$ cat src/rtl/adder_pkg.sv
// Shared constants and helpers for the pipelined add/subtract unit.
package adder_pkg;

    localparam int HIGH_SPEED = 150;

    // Pick a pipeline depth from a clock frequency in MHz.
    function automatic int stages_for(input int freq);
        return (freq > HIGH_SPEED) ? 4 : 1;
    endfunction

    // Pass-through bits stored by stage k: completed low result bits, the
    // not-yet-added upper bits of a and b', and the two operand sign bits.
    function automatic int pass_width(input int width, input int stages, input int k);
        int chunk;
        chunk = width / stages;
        return k * chunk + 2 * (width - (k + 1) * chunk) + 2;
    endfunction

endpackage

$ cat src/rtl/adder_pipe_stage.sv
// One carry-chain slice of the pipelined adder: slice adder, valid bit,
// load/advance logic and the pass-through registers for this position.
module adder_pipe_stage
    import adder_pkg::*;
#(
    parameter int WIDTH  = 16,
    parameter int STAGES = 4,
    parameter int K      = 0,
    parameter int PASS_W = pass_width(WIDTH, STAGES, K)
) (
    input  logic             clk,
    input  logic             rst,
    input  logic             valid_in,
    input  logic             ready_next,
    output logic             ready,
    output logic             valid,
    input  logic             cin,
    input  logic [WIDTH-1:0] a_in,
    input  logic [WIDTH-1:0] b_in,
    input  logic [WIDTH-1:0] res_in,
    input  logic [1:0]       sign_in,
    output logic             cout,
    output logic [WIDTH-1:0] a_out,
    output logic [WIDTH-1:0] b_out,
    output logic [WIDTH-1:0] res_out,
    output logic [1:0]       sign_out
);

    localparam int CHUNK = WIDTH / STAGES;
    localparam int LO    = K * CHUNK;
    localparam int HI    = WIDTH - LO - CHUNK;
    localparam int XW    = 2 * WIDTH + 2;

    logic              valid_q;
    logic              cout_q;
    logic [CHUNK-1:0]  sum_q;
    logic [PASS_W-1:0] pass_q;
    logic [PASS_W-1:0] pass_d;
    logic [WIDTH-1:0]  a_sh;
    logic [WIDTH-1:0]  b_sh;
    logic [CHUNK:0]    slice;
    logic [XW-1:0]     lo_mask;
    logic [XW-1:0]     hi_mask;
    logic [XW-1:0]     pass_w;

    // Empty or draining into the next stage this cycle: !v || (v && next) == !v || next.
    assign ready = !valid_q || ready_next;

    always_comb begin
        a_sh    = a_in >> LO;
        b_sh    = b_in >> LO;
        slice   = {1'b0, a_sh[CHUNK-1:0]} + {1'b0, b_sh[CHUNK-1:0]} + {{CHUNK{1'b0}}, cin};
        lo_mask = (XW'(1) << LO) - XW'(1);
        hi_mask = (XW'(1) << HI) - XW'(1);
        pass_d  = PASS_W'((XW'(res_in) & lo_mask)
                        | (XW'(a_sh >> CHUNK) << LO)
                        | (XW'(b_sh >> CHUNK) << (LO + HI))
                        | (XW'(sign_in) << (LO + 2 * HI)));
        pass_w  = XW'(pass_q);
    end

    always_ff @(posedge clk or posedge rst) begin
        if (rst) begin
            valid_q <= 1'b0;
            cout_q  <= 1'b0;
            sum_q   <= '0;
            pass_q  <= '0;
        end else if (ready) begin
            valid_q <= valid_in;
            if (valid_in) begin
                cout_q <= slice[CHUNK];
                sum_q  <= slice[CHUNK-1:0];
                pass_q <= pass_d;
            end
        end
    end

    assign valid    = valid_q;
    assign cout     = cout_q;
    assign res_out  = WIDTH'(pass_w & lo_mask) | (WIDTH'(sum_q) << LO);
    assign a_out    = WIDTH'((pass_w >> LO) & hi_mask) << (LO + CHUNK);
    assign b_out    = WIDTH'((pass_w >> (LO + HI)) & hi_mask) << (LO + CHUNK);
    assign sign_out = pass_w[LO + 2 * HI +: 2];

endmodule

$ cat src/rtl/adder_pipe_param.sv
// Parametrised add/subtract unit with STAGES carry-chain pipeline slices and
// full valid/ready backpressure.
module adder_pipe_param
    import adder_pkg::*;
#(
    parameter int WIDTH  = 16,
    parameter int STAGES = 4
) (
    input  logic             clk,
    input  logic             rst,
    input  logic             valid_i,
    output logic             ready_o,
    input  logic [WIDTH-1:0] a,
    input  logic [WIDTH-1:0] b,
    input  logic             sub_i,
    output logic             valid_o,
    input  logic             ready_i,
    output logic [WIDTH-1:0] sum,
    output logic             c,
    output logic             ov
);

    // Handshake: a beat moves on a rising edge where valid && ready on that
    // side; data stays put while valid is high and ready is low.
    logic [WIDTH-1:0] b_inv;
    logic [WIDTH-1:0] a_c   [STAGES+1];
    logic [WIDTH-1:0] b_c   [STAGES+1];
    logic [WIDTH-1:0] r_c   [STAGES+1];
    logic [1:0]       s_c   [STAGES+1];
    logic             v_c   [STAGES+1];
    logic             cy_c  [STAGES+1];
    logic             rdy_c [STAGES+1];

    assign b_inv        = b ^ {WIDTH{sub_i}};
    assign a_c[0]       = a;
    assign b_c[0]       = b_inv;
    assign r_c[0]       = '0;
    assign s_c[0]       = {a[WIDTH-1], b_inv[WIDTH-1]};
    assign v_c[0]       = valid_i;
    assign cy_c[0]      = sub_i;
    assign rdy_c[STAGES] = ready_i;

    for (genvar k = 0; k < STAGES; k++) begin : g_stage
        adder_pipe_stage #(
            .WIDTH  (WIDTH),
            .STAGES (STAGES),
            .K      (k),
            .PASS_W (pass_width(WIDTH, STAGES, k))
        ) u_stage (
            .clk        (clk),
            .rst        (rst),
            .valid_in   (v_c[k]),
            .ready_next (rdy_c[k+1]),
            .ready      (rdy_c[k]),
            .valid      (v_c[k+1]),
            .cin        (cy_c[k]),
            .a_in       (a_c[k]),
            .b_in       (b_c[k]),
            .res_in     (r_c[k]),
            .sign_in    (s_c[k]),
            .cout       (cy_c[k+1]),
            .a_out      (a_c[k+1]),
            .b_out      (b_c[k+1]),
            .res_out    (r_c[k+1]),
            .sign_out   (s_c[k+1])
        );
    end

    assign ready_o = rdy_c[0] && !rst;
    assign valid_o = v_c[STAGES];
    assign sum     = r_c[STAGES];
    assign c       = cy_c[STAGES];
    // Carry into the MSB is a ^ b' ^ sum at that bit; overflow when it differs from carry out.
    assign ov      = s_c[STAGES][1] ^ s_c[STAGES][0] ^ r_c[STAGES][WIDTH-1] ^ cy_c[STAGES];

endmodule
$ cat config.mk
export PLATFORM = sky130hd
export DESIGN_NAME = adder_pipe_param
export DESIGN_NICKNAME = d
export VERILOG_FILES = /design/src/rtl/adder_pkg.sv /design/src/rtl/adder_pipe_stage.sv /design/src/rtl/adder_pipe_param.sv
export SDC_FILE = /design/constraint.sdc
export NUM_CORES = 1
export LEC_CHECK = 0
export CORE_UTILIZATION = 30
export CTS_CLUSTER_SIZE = 20
export DETAILED_ROUTE_END_ITERATION = 16
export GPL_TIMING_DRIVEN = 0
export PLACE_DENSITY_LB_ADDON = 0.3
export REMOVE_ABC_BUFFERS = 1
export SYNTH_ARGS = -nofsm -noshare
export SYNTH_HDL_FRONTEND = slang
export SYNTH_SLANG_ARGS = --single-unit
$ cat constraint.sdc
create_clock -name clk -period 9.4 [get_ports clk]
set_input_delay 1.41 -clock clk [delete_from_list [all_inputs] [get_ports clk]]
set_output_delay 1.41 -clock clk [all_outputs]
set_load 0.02 [all_outputs]
==> impl_metrics.py <==
metrics = {
    "yosys": {
        "synth_top_area_share_pct": 55.60,
        "ys_types": 27,
        "yosys.area_share.simple_pct": 4.794,
        "synth_ff_type": "dfrtp_1",
        "syn_avg_cell_area_um2": 12.86,
        "syn_inst": 343,
        "synthMuxAreaShare_pct": 16.82,
        "yosysSeqAreaShare_pct": 55.60,
        "yosysTopAreaCell": "dfrtp_1",
        "syn_area_mm2": 0.004410,
        "yosysWarnings": 0,
        "synthXorXnorAreaFrac_pct": 5.163,
        "yosys_register_bits": 98,
        "synthTopCellsByArea": "dfrtp_1 56%, mux2_2 17%, ha_1 3.7%",
        "synth_edf_count": 0,
        "synth-compound-area-share_pct": 5.645,
        "async_reset_ff_share_pct": 100.0,
        "synthAdderAreaFrac_pct": 6.865,
        "synth_top_family_by_area": "multiplexers",
    },
    "timing": {
        "finalSetupTns_ns": 0,
        "hold_violations": 0,
        "fin_crit_sh_pct": 45.43,
        "tightestPinTransition_ns": 1.210,
        "rsz0062_at_grt": "false",
        "clock.fmax_mhz": 234.2,
        "setup_viol": 0,
        "fin_skew_ns": 0.006177,
        "maxSlewViolCount": 0,
        "min_period_ns": 4.270,
        "maxSlewHeadroom_pct": 19.12,
        "worst_slack_ns": 5.130,
    },
    "setup_path": {
        "ff2ff_setup_slack_ns": 7.30,
        "crit_fanout": 4,
        "path_cells": "clkdlybuf4s50_1, nand4b_2, nor2_1, nor2_1, clkdlybuf4s50_1",
        "cpMaxStageDelayCell": "clkdlybuf4s50_1",
        "crit_family": "buffers and inverters",
        "rr_worst_depth": 3,
        "cp.buffers_inverters": 2,
        "critical_path_class": "in2out",
        "arrival_ns": 2.86,
        "critPathMaxStageDelay_ns": 0.53,
        "start_kind": "input pin",
        "cp.required_ns": 7.99,
        "crit_path_end_kind": "output port",
        "r2r_start": "g_stage[3].u_stage.valid",
        "r2r_end": "g_stage[0].u_stage.pass_q[6]",
        "crit_path_start": "ready_i",
    },
    "worst_hold_path": {
        "worstHoldStart": "g_stage[0].u_stage.pass_q[20]",
        "hold_class": "reg2reg",
        "hold_depth": 2,
        "hold_path_end": "g_stage[0].u_stage.pass_q[20]",
    },
    "final_layout": {
        "num_antenna_cells": 0,
        "fin_nets": 443,
        "fin_area_mm2": 0.005316,
        "areaGrowthSynthToFinish_pct": 20.54,
        "drive_above_1_share_pct": 21.08,
        "stdcell_count": 569,
    },
    "routing": {
        "antenna_left": 0,
        "post_drt_wl_per_cell_um": 13.03,
        "drt_first_pass_iters": 4,
        "viasPerCell": 4.348,
        "drc": 0,
        "routed_wl_um": 7413,
        "drtIter0Drc": 64,
        "vias": 2474,
    },
    "floorplan": {
        "std_cell_rows": 43,
        "initial_core_util_pct": 31.29,
        "die_w_um": 123.3,
        "die_h_um": 123.3,
        "die_area_mm2": 0.01519,
        "coreArea_mm2": 0.01410,
        "num_io_pins": 57,
    },
    "global_routing": {
        "grt_pass1_vias": 2684,
        "grt_pass1_wl_um": 12480,
        "grt_remaining_overflow": 0,
        "grt_max_degree": 51,
        "grt_use_total_pct": 11.00,
        "antenna_found_initial": 0,
    },
    "clock_network": {
        "cts.sinks": 98,
        "cts_setup_buffers": 0,
        "root_buffer": "clkbuf_16",
        "ctsHoldBuffers": 0,
        "clk-insertion-delay-late_ns": 0.34,
        "numCtsBuffers": 9,
        "cts_resized": 0,
        "cts_buffer_depth": 2,
        "h-tree-depth": 3,
        "cts_tree": "done",
        "clk_pin_slew_ns": 0.06,
    },
    "power": {
        "power.leakage_nw": 2.321,
        "vdd_drop_max_uv": 84.32,
        "power_density_mw_per_mm2": 274.2,
        "finalPower_mw": 1.458,
    },
    "placed_design": {
        "dp_slack_ns": 5.115,
        "placedCellCount": 555,
        "dpl-instance-area_mm2": 0.005065,
        "gp_congestion": 0.7242,
        "port_buffers": 56,
        "hpwl_um": 5020,
    },
    "flow_run": {
        "max_cap_viol_count": 0,
    },
    "outcome": {
        "status": "complete, no violations",
    },
}
==> cells in the mapped netlist, types with 2 or more instances <==
master / count
nand2_1: 34
inv_1: 17
o21ai_0: 28
nor2b_1: 2
mux2_2: 65
nand2b_1: 3
a21oi_1: 8
xor2_1: 10
buf_2: 9
dfrtp_1: 98
buf_4: 15
nor2_1: 3
xnor2_1: 16
ha_1: 13
a21o_1: 4
fa_1: 7
==> cell type report <==
type                       instances  area [um^2]
fill                            1419         8780
sequential                        98         2452
multi-input combinational        203         1733
timing repair buffer              57        588.1
clock buffer                      11        232.7
tap                              180        225.2
inverter                          17        66.31
clock inverter                     3        18.77
==> power breakdown <==
group | total, mW | internal (mW) | switching [mW]
combinational | 0.492 | 0.270 | 0.222
clock | 0.323 | 0.176 | 0.146
sequential | 0.643 | 0.566 | 0.0773
==> registers in the layout, summed over array words and instances, names as in the netlist <==
signal / flops
g_stage.u_stage.pass_q: 74
g_stage.u_stage.cout: 4
g_stage.u_stage.sum_q: 16
g_stage.u_stage.valid: 4
==> worst min-delay path, cell delays in order (launching register included) <==
cell and delay (ns):
dfrtp_1 0.34, nand2_1 0.04, o21ai_0 0.06
==> cells in the final DEF, fill, tap and decap left out, types with 2 or more instances in the layout <==
cell type / n
xnor2_1: 16
o21ai_0: 28
inv_1: 16
nand2_1: 34
a21oi_1: 8
fa_1: 7
nor2_1: 3
xor2_1: 10
clkbuf_16: 9
nand2b_1: 3
clkinv_2: 2
clkbuf_1: 2
ha_1: 13
dfrtp_1: 98
clkdlybuf4s50_1: 56
a21o_1: 4
nor2b_1: 2
mux2_2: 65
==> per-stage QoR <==
step / utilization [%] / hold slack (ns)
3_3_place_gp: 35.72 / 0.4595
6_report: 37.72 / 0.4758
5_1_grt: 37.72 / 0.4941
4_1_cts: 37.72 / 0.4817
3_5_place_dp: 35.93 / 0.4670
2_1_floorplan: - / 0.4446
==> worst max path at each step <==
| stage | end | cells after the start |
|---|---|---|
| 4_1_cts | ready_o | 5 |
| 2_1_floorplan | g_stage[0].u_stage.cout | 1 |
| 5_1_grt | ready_o | 5 |
| 3_5_place_dp | ready_o | 5 |
| 6_report | ready_o | 5 |
| 3_3_place_gp | g_stage[0].u_stage.pass_q[8] | 2 |
==> per-layer routing <==
layer	wire length (um)	track usage (%)	part of all wire, %	up-vias
li1	-	-	-	1222
met1	3314	12.88	45	1204
met2	3662	18.75	49	40
met3	274	2.306	3.7	8
met4	163	6.099	2.2	0
met5	0	0	0	-
==> kinds of logic after synthesis <==
logic type                 after synthesis
adders and majority gates               20
xor gates and xnor gates                26
DFF                                     98
AOI/OAI and AO/OA                       44
and+or+nand+nor                         47
buffers and inverters                   42
muxes                                   66
Note: power is estimated with default switching activity, not from simulation.
==> variant (same settings) <==
Reset style: synchronous (`rst`), changed in one clocked block.
--- a/src/rtl/adder_pipe_stage.sv
+++ b/src/rtl/adder_pipe_stage.sv
@@ -59,7 +59,7 @@
         pass_w  = XW'(pass_q);
     end
 
-    always_ff @(posedge clk or posedge rst) begin
+    always_ff @(posedge clk) begin
         if (rst) begin
             valid_q <= 1'b0;
             cout_q  <= 1'b0;
Function: differs if rst is asserted again (counterexample within 10 cycles, from zero or initial values and one cycle with rst high); with rst held inactive, the same outputs for 10 cycles.
==> variant against the original RTL <==
Routed wire length rose by 13%; cell count rose by 23%; sequential cell count did not move; setup slack got worse by 0.19 ns; design area fell by 4.3%; area after synthesis fell by 5.3%; synthesized cell count rose by 43%; global-route usage rose by 1.4 points.
Power is not compared: it rests on default switching activity, and its combinational part moved more than twofold at a synthesized area within 25%.
==> variant: results (changes against the original RTL) <==
status -> finished clean
internal reg-to-reg setup slack -> 7.41 ns (+0.11 ns)
met2 usage in global routing -> 21.4% (+2.7 points)
worst hold margin -> 0.449 ns (-0.0269 ns)
routing usage on met1 -> 14.6% (+1.7 points)
setup slack after placement -> 4.94 ns (-0.171 ns)
tightest slew margin relative to the limit -> 34.3% (+15 points)
Synth cell types -> 35 (+30%)
Max rail drop VDD -> 0.0679 mV
total met2 wirelength after detailed routing -> 3980 um (+8.6%)
ranking of synthesized cells by area -> dfxtp_1 (47%), nand2_1 (13%), a21oi_1 (9.1%)
end point of the most critical hold path -> g_stage[2].u_stage.pass_q[14]$_SDFFE_PP0P_
fraction of registers with async set/reset -> 0% (-100 points)
antenna violations before repair -> 0 (unchanged)
arrival time reported for the critical path endpoint -> 3.05 ns (+0.19 ns)
area of placed instances -> 0.00477 mm2 (-5.9%)
post-synthesis xor/xnor area fraction -> 4.82% (-0.34 points)
met3 wire length -> 298 um (+8.8%)
reg-to-reg critical path endpoint -> g_stage[1].u_stage.sum_q[3]$_SDFFE_PP0P_
leakage power summed over all cells -> 1.86 nW
placer's final routability congestion estimate -> 0.762 (+5.3%)
diode insertion count for antenna repair -> 0 (unchanged)
clk_skew -> 0.00547 ns (-0.000706 ns)
maximum fanout along the worst path -> 5 (+1)
launch instance of the worst register-to-register path -> g_stage[2].u_stage.valid$_SDFFE_PP0P_
non-filler instance count after layout -> 698 (+23%)
top cells by instance count after synthesis -> nand2_1 (143), dfxtp_1 (98), a21oi_1 (76)
via density per instance -> 4.52 (+4.0%)
largest net degree at the start of global routing -> 67 (+31%)
share of synthesized cell area in full adder, half adder and majority cells -> 7.25% (+0.39 points)
area fraction in compound gates after synthesis -> 16.2% (+11 points)
top cell type by total area after synthesis -> dfxtp_1
GRT Total Usage -> 12.4% (+1.4 points)
cell count after placement -> 683 (+23%)
crit share post-route -> 47.5% (+2.1 points)
wire length of the first global-routing pass -> 14400 um (+15%)
net switching fraction of the power -> 21.8%
post-synthesis cell count -> 490 (+43%)
# fillers -> 1390 (-2.0%)
biggest registers after layout -> g_stage.u_stage.pass_q: 74 flops, g_stage.u_stage.sum_q: 16 flops
share of post-route cells with drive strength above 1 -> 4.02% (-17 points)
detailed-placement wirelength estimate -> 5780 um (+15%)
total routed wire length on the met1 layer -> 3960 um (+19%)
Net count, final -> 575 (+30%)
vias in the first global route -> 3121 (+16%)
Resized cells post-CTS -> 0 (unchanged)
DRC marker count from the first detailed-route iteration -> 139 (+120%)
total setup buffers inserted after CTS -> 0 (unchanged)
part of the Yosys area used for sequential elements -> 47.0% (-8.6 points)
per-cell routed wire length -> 12.0 um (-7.6%)
R2R depth -> 4 (+1)
met3 routing resource usage after global routing -> 2.71% (+0.40 points)
worst hold start -> g_stage[1].u_stage.pass_q[18]$_SDFFE_PP0P_
multiplexer fraction of the synthesized cell area -> 0.240% (-17 points)
## variant: cell types whose count changed after synthesis, sizes merged, moves of 27 or more
cell and change:
dfrtp -98, a21oi +69, dfxtp +98, o21ai -27, nand2 +109, mux2 -65
## variant: cell type report
class | count | area (um2) | share of cell area, %
Tap cell | 176 | 220 | 4.33
Clock inverter | 2 | 60.1 | 1.18
Multi-Input combinational cell | 345 | 1960 | 38.5
Inverter | 6 | 22.5 | 0.443
Clock buffer | 13 | 260 | 5.12
Timing Repair Buffer | 58 | 601 | 11.8
Sequential cell | 98 | 1960 | 38.6
## variant: critical path, stage by stage
cell and delay (ns):
clkdlybuf4s50_1 0.47, nand4b_1 0.30, nor2_1 0.26, nor2_1 0.07, clkdlybuf4s50_1 0.55
## variant: logic make-up after synthesis
logic type | after synthesis
xor+xnor | 23
mux | 1
simple gates | 188
compound gates | 113
buf+inv | 47
fa+ha+maj | 20
flops | 98
